**config.mk**
```make
export PLATFORM = sky130hd
export DESIGN_NAME = unified_mem_arbiter
export DESIGN_NICKNAME = d
export VERILOG_FILES = /design/src/rtl/unified_mem_arbiter_pkg.sv /design/src/rtl/unified_mem_arbiter_mem_lane_align.sv /design/src/rtl/unified_mem_arbiter.sv
export SDC_FILE = /design/constraint.sdc
export NUM_CORES = 1
export LEC_CHECK = 0
export BUFFER_PORTS_ARGS = -buffer_cell sky130_fd_sc_hd__buf_2
export CAP_MARGIN = 20
export CORE_AREA = 2 2 121 123
export DETAILED_ROUTE_END_ITERATION = 12
export DIE_AREA = 0 0 123 125
export GPL_ROUTABILITY_DRIVEN = 0
export PLACE_DENSITY = 0.77
export SYNTH_ARGS = -nofsm -noshare
export SYNTH_HDL_FRONTEND = slang
export SYNTH_SLANG_ARGS = --single-unit
export TNS_END_PERCENT = 30
```
**constraint.sdc**
```tcl
create_clock -name clk_i -period 3.7 [get_ports clk_i]
set_input_delay 0.185 -clock clk_i [delete_from_list [all_inputs] [get_ports clk_i]]
set_output_delay 0.185 -clock clk_i [all_outputs]
set_load 0.03 [all_outputs]
```
**src/rtl/unified_mem_arbiter_pkg.sv**
```systemverilog
// Shared definitions for the unified memory arbiter: FSM states, grant IDs,
// access size codes and the latency-counter load helper.
package unified_mem_arbiter_pkg;

    typedef enum logic [1:0] {
        ST_IDLE  = 2'd0,
        ST_ISSUE = 2'd1,
        ST_WAIT  = 2'd2,
        ST_RESP  = 2'd3
    } state_e;

    typedef enum logic {
        GNT_IF = 1'b0,
        GNT_D  = 1'b1
    } grant_e;

    localparam logic [1:0] SZ_BYTE = 2'b00;
    localparam logic [1:0] SZ_HALF = 2'b01;
    localparam logic [1:0] SZ_WORD = 2'b10;

    // Wide enough for the largest supported latency of 15.
    localparam int LAT_W = 4;

    function automatic logic [LAT_W-1:0] lat_load(input int mem_lat);
        return LAT_W'(mem_lat - 1);
    endfunction

endpackage

```
**src/rtl/unified_mem_arbiter_mem_lane_align.sv**
```systemverilog
// Combinational lane alignment for data accesses: byte enables, replicated
// store data and misalignment detection from size and the low address bits.
module mem_lane_align
    import unified_mem_arbiter_pkg::*;
(
    input  logic [1:0]  size_i,
    input  logic [1:0]  addr_lo_i,
    input  logic [31:0] wdata_i,
    output logic [3:0]  be_o,
    output logic [31:0] wdata_o,
    output logic        misalign_o
);

    always_comb begin
        be_o       = 4'b1111;
        wdata_o    = wdata_i;
        misalign_o = 1'b0;
        case (size_i)
            SZ_BYTE: begin
                be_o    = 4'b0001 << addr_lo_i;
                wdata_o = {4{wdata_i[7:0]}};
            end
            SZ_HALF: begin
                be_o       = 4'b0011 << {addr_lo_i[1], 1'b0};
                wdata_o    = {2{wdata_i[15:0]}};
                misalign_o = addr_lo_i[0];
            end
            // SZ_WORD and the reserved code 2'b11 both behave as a word
            default: begin
                be_o       = 4'b1111;
                wdata_o    = wdata_i;
                misalign_o = (addr_lo_i != 2'b00);
            end
        endcase
    end

endmodule

```
**src/rtl/unified_mem_arbiter.sv**
```systemverilog
// Arbitrates one single-ported fixed-latency memory between fetch and data ports.
// Optional wait-cycle performance counters are enabled by MEM_ARB_PERF_CNT_EN.
module unified_mem_arbiter
    import unified_mem_arbiter_pkg::*;
#(
    parameter int ADDR_W  = 8,
    parameter int MEM_LAT = 1,
    parameter int CNT_W   = 32
) (
    input  logic              clk_i,
    input  logic              rst_ni,
    input  logic              if_req_i,
    input  logic [31:0]       if_addr_i,
    output logic [31:0]       if_rdata_o,
    output logic              if_ready_o,
    input  logic              d_req_i,
    input  logic              d_we_i,
    input  logic [1:0]        d_size_i,
    input  logic [31:0]       d_addr_i,
    input  logic [31:0]       d_wdata_i,
    output logic [31:0]       d_rdata_o,
    output logic              d_ready_o,
    output logic              d_misalign_o,
    output logic              mem_en_o,
    output logic              mem_we_o,
    output logic [3:0]        mem_be_o,
    output logic [ADDR_W-1:0] mem_addr_o,
    output logic [31:0]       mem_wdata_o,
    input  logic [31:0]       mem_rdata_i,
    output logic [CNT_W-1:0]  perf_if_wait_o,
    output logic [CNT_W-1:0]  perf_d_wait_o
);

    state_e              state_q, state_d;
    grant_e              last_grant_q;
    logic                we_q, misalign_q;
    logic [3:0]          be_q;
    logic [ADDR_W-1:0]   addr_q;
    logic [31:0]         wdata_q, if_rdata_q, d_rdata_q;
    logic [LAT_W-1:0]    lat_q;

    logic [3:0]  d_be_w;
    logic [31:0] d_wdata_w;
    logic        d_misalign_w;
    logic        any_req, pick_d, grant_now, lat_done;
    logic        unused_addr_bits;

    assign unused_addr_bits = ^{if_addr_i[31:ADDR_W+2], if_addr_i[1:0], d_addr_i[31:ADDR_W+2]};

    mem_lane_align u_align (
        .size_i     (d_size_i),
        .addr_lo_i  (d_addr_i[1:0]),
        .wdata_i    (d_wdata_i),
        .be_o       (d_be_w),
        .wdata_o    (d_wdata_w),
        .misalign_o (d_misalign_w)
    );

    // On a tie the port that did not win last time is served.
    assign any_req   = if_req_i | d_req_i;
    assign pick_d    = d_req_i & (~if_req_i | (last_grant_q == GNT_IF));
    assign grant_now = (state_q == ST_IDLE) & any_req;
    assign lat_done  = (lat_q == '0);

    always_ff @(posedge clk_i or negedge rst_ni) begin
        if (!rst_ni) state_q <= ST_IDLE;
        else         state_q <= state_d;
    end

    always_comb begin
        state_d = state_q;
        case (state_q)
            ST_IDLE:  if (any_req) state_d = (pick_d && d_misalign_w) ? ST_RESP : ST_ISSUE;
            ST_ISSUE: state_d = ST_WAIT;
            ST_WAIT:  if (lat_done) state_d = ST_RESP;
            default:  state_d = ST_IDLE;
        endcase
    end

    always_ff @(posedge clk_i or negedge rst_ni) begin
        if (!rst_ni) begin
            last_grant_q <= GNT_IF;
            we_q         <= 1'b0;
            misalign_q   <= 1'b0;
            be_q         <= '0;
            addr_q       <= '0;
            wdata_q      <= '0;
            lat_q        <= '0;
            if_rdata_q   <= '0;
            d_rdata_q    <= '0;
        end else begin
            if (grant_now) begin
                last_grant_q <= pick_d ? GNT_D : GNT_IF;
                we_q         <= pick_d & d_we_i;
                be_q         <= pick_d ? d_be_w : 4'b1111;
                addr_q       <= pick_d ? d_addr_i[ADDR_W+1:2] : if_addr_i[ADDR_W+1:2];
                wdata_q      <= pick_d ? d_wdata_w : '0;
                misalign_q   <= pick_d & d_misalign_w;
                if (pick_d && d_misalign_w) d_rdata_q <= '0;
            end
            if (state_q == ST_ISSUE)     lat_q <= lat_load(MEM_LAT);
            else if (state_q == ST_WAIT) lat_q <= lat_q - LAT_W'(1);
            if (state_q == ST_WAIT && lat_done) begin
                if (last_grant_q == GNT_D) d_rdata_q  <= mem_rdata_i;
                else                       if_rdata_q <= mem_rdata_i;
            end
        end
    end

    always_comb begin
        mem_en_o     = 1'b0;
        mem_we_o     = 1'b0;
        mem_be_o     = '0;
        mem_addr_o   = '0;
        mem_wdata_o  = '0;
        if_ready_o   = 1'b0;
        d_ready_o    = 1'b0;
        d_misalign_o = 1'b0;
        case (state_q)
            ST_ISSUE: begin
                mem_en_o    = 1'b1;
                mem_we_o    = we_q;
                mem_be_o    = be_q;
                mem_addr_o  = addr_q;
                mem_wdata_o = wdata_q;
            end
            ST_RESP: begin
                if_ready_o   = (last_grant_q == GNT_IF);
                d_ready_o    = (last_grant_q == GNT_D);
                d_misalign_o = (last_grant_q == GNT_D) & misalign_q;
            end
            default: ;
        endcase
    end

    assign if_rdata_o = if_rdata_q;
    assign d_rdata_o  = d_rdata_q;

`ifdef MEM_ARB_PERF_CNT_EN
    logic [CNT_W-1:0] perf_if_q, perf_d_q;

    // Saturating counts of cycles spent requesting without completion.
    always_ff @(posedge clk_i or negedge rst_ni) begin
        if (!rst_ni) begin
            perf_if_q <= '0;
            perf_d_q  <= '0;
        end else begin
            if (if_req_i && !if_ready_o && perf_if_q != '1) perf_if_q <= perf_if_q + CNT_W'(1);
            if (d_req_i && !d_ready_o && perf_d_q != '1)    perf_d_q  <= perf_d_q + CNT_W'(1);
        end
    end

    assign perf_if_wait_o = perf_if_q;
    assign perf_d_wait_o  = perf_d_q;
`else
    assign perf_if_wait_o = '0;
    assign perf_d_wait_o  = '0;
`endif

endmodule

```
==> impl_results.md <==
- Outcome: finished clean
- Grt met3 use: 0.0771
- Post-CTS setup buffers: 0
- Clk_lat worst skew: 0.41 ns
- Crit-path max cell delay: 0.62 ns
- Vias in the first global route: 4465
- Post-route ant nets: 0
- DIE AREA: 15400 um2
- Grt total ovfl: 0
- Vias per cell: 4.91
- CTS clk-pin slew, worst paths: 0.06 ns
- Kind of cell adding the most delay to the critical path: simple AND/OR/NAND/NOR gates
- CTS tree: yes
- Post-synth EDFFs: 0
- Ports: 312
- Pin count of the biggest net entering global routing: 79
- Antenna cells: 0
- Power Density: 929 nW/um2
- Reg2reg end: if_rdata_o[26]
- Yosys cell types: 45
- CTS Buf Count: 17
- LEAKAGE: 0.00412 uW
- Commonest cells after routing, fill and taps aside: buf_2, dfrtp_1, conb_1, and2_1, nand2_1
- Core area: 14200 um2
- Post-synthesis sequential area ratio: 0.480
- Final hold violations: 0
- Final wirelength: 15100 um
- CP startpoint kind: register
- Hold Path Depth: 2
- Clock power share: 0.238
- Reg-to-reg critical path startpoint: state_q[0]
- Sequential power share: 0.317
- Layout net count: 877
- Post-route DRC: 0
- Setup Viol. Count Final: 0
- Min Tclk post-route: 2.59 ns
- Crit path DAT: 2.88 ns
- Drt initial violations: 231
- Cts repair resizes: 0
- Hold slack: 0.0240 ns
- Flop2flop setup slack: 1.11 ns
- DP Wirelength: 10200 um
- Worst Path Required: 3.99 ns
- Initial antenna violation count: 1
- Bufs on Longest Clock Path: 2
- Net Sw Power: 2990 uW
- Worst hold start: mem_rdata_i[27]
- Met1 global-route usage: 0.241
- Final-report max-slew violation count: 0
- Crit. End Element: register
- Hold Path Class: input pin to register
- Max H-tree Level: 4
- Share of layout cells above drive strength 1: 0.429
- Buf+Inv Stages, Crit Path: 2
- Rows: 44
- Critical path class: register to register
- Worst Skew: 0.00585 ns
- Slew margin rel.: 0.493
- Worst path cell trace: inv_1 > ha_1 > and4bb_4 > nor2b_4 > buf_12 > mux2_4
- Max Cap Viol: 0
- Drt first pass iters: 4
- Met2 Use GR: 0.321
- Clock tree root driver cell: clkbuf_16
- Setup_tns: 0 ns
- RSZ-0062 raised after global routing: false
- FFs w/ async S/R, synth: 1.00
- Port Buffer Count: 201
- Hold Path End: if_rdata_o[27]
- Slew @ Worst Pin: 0.760 ns
- First-pass GRT wire length: 23500 um
- Post-layout util: 0.539
- Combinational power share: 0.446
- Mapped Cells: 540
- Synthesis-stage register bit count: 117
- CTS sink cnt: 117
- Yosys Warn Count: 0
- Avg WL per Cell: 16.1 um
- Maximum fanout along the worst path: 34
- WP depth: 6
- Internal power: 4120 uW
- Fmax: 386 MHz
- Sw frac: 0.420
- Initial Util: 0.429
- Slowest stage cell, crit path: nor2b_4
- Cell area after placement: 6940 um2
- Total number of vias: 4584
- Finished Cell Area: 7650 um2
- Area grow syn2layout: 25.6%
- Chip width: 123 um
- Commonest non-fill, non-tap cell in the layout: buf_2
- Chip Height: 125 um
- Commonest register cell after synthesis: dfrtp_1
- VDD IR-drop max: 0.362 mV
- Period utilization: 0.701
- Avg Inst Size Synth: 11.3 um2
- Worst r2r path cells: 6
- Post-Syn Area: 6090 um2
- Busiest grt layer: met2
- Gr usage total: 0.198
==> final cells by class <==
cell class	count	area [um2]
Fill cell	1260	6550
Tap cell	184	230
Timing Repair Buffer	216	1180
Clock buffer	19	443
Multi-Input combinational cell	377	2680
Inverter	7	26.3
Clock inverter	13	171
Sequential cell	117	2930
==> what timing repair did <==
action	CTS	global route
hold endpoints to repair	84	0
hold buffers	8	0
endpoints found under the setup margin	0	0
==> state kept, by name, summed over array words and instances, names as in the netlist <==
| name | flops |
|---|---|
| misalign_q | 1 |
| addr_q | 8 |
| state_q | 2 |
| wdata_q | 32 |
| last_grant_q | 1 |
| d_rdata_o | 32 |
| be_q | 4 |
| if_rdata_o | 32 |
| we_q | 1 |
| lat_q | 4 |
==> synth_stat cells, types with 4 or more instances <==
cell	number	area, um2
o22ai_1	4	25.0
buf_4	64	480
ha_1	6	75.1
buf_6	5	56.3
o21ai_0	32	160
nor2b_1	18	113
o211ai_1	8	60.1
a22o_1	9	78.8
buf_2	5	25.0
a31o_2	31	272
mux2_4	30	450
dfrtp_1	117	2930
mux2i_1	19	190
o32a_1	4	40.0
clkbuf_1	23	86.3
and3_1	31	194
and2_1	47	294
mux2_2	10	113
inv_1	7	26.3
nand2_1	38	143
==> kinds of logic (layout without fill, tap and decap cells) <==
family,count (synthesis),after routing,share of synthesized area
fa+ha+maj,6,6,0.0123
buf+inv,109,255,0.122
mux,59,59,0.124
other cells,1,64,0.000615
compound gates,100,100,0.119
flops,117,117,0.480
simple gates,148,148,0.142
==> power by group through the flow <==
| stage | registers, uW | logic (uW) | clock network (uW) |
|---|---|---|---|
| floorplan | 2870 | 1710 | 0 |
| global placement | 2240 | 3120 | 0 |
| detailed placement | 2260 | 3190 | 0 |
| CTS | 2250 | 3200 | 1730 |
| global route | 2340 | 3400 | 1790 |
| finish | 2250 | 3170 | 1690 |
==> per-layer routing <==
layer / up-vias / share of wire
li1: 2154 / -
met1: 2200 / 0.41
met2: 211 / 0.47
met3: 17 / 0.10
met4: 2 / 0.012
met5: - / 0.00086
==> worst max-delay path by stage <==
| stage | start | to |
|---|---|---|
| 4_1_cts | state_q[0] | if_rdata_o[3] |
| 2_1_floorplan | state_q[1] | mem_addr_o[0] |
| 5_1_grt | state_q[0] | if_rdata_o[26] |
| 6_report | state_q[0] | if_rdata_o[26] |
| 3_5_place_dp | state_q[0] | if_rdata_o[25] |
| 3_3_place_gp | state_q[0] | if_rdata_o[26] |
==> worst register-to-register path, stage by stage (launching register included) <==
cell	delay [ns]
dfrtp_1	0.40
inv_1	0.10
ha_1	0.22
and4bb_4	0.51
nor2b_4	0.63
buf_12	0.28
mux2_4	0.33
==> metrics by stage <==
step	power (uW)	setup slack, ns	cells
floorplan	4580	1.91	603
global placement	5360	1.17	892
detailed placement	5450	1.11	892
CTS	7180	1.11	932
global route	7530	0.991	933
finish	7110	1.11	933
No activity file was read; power rests on OpenSTA's default activity.
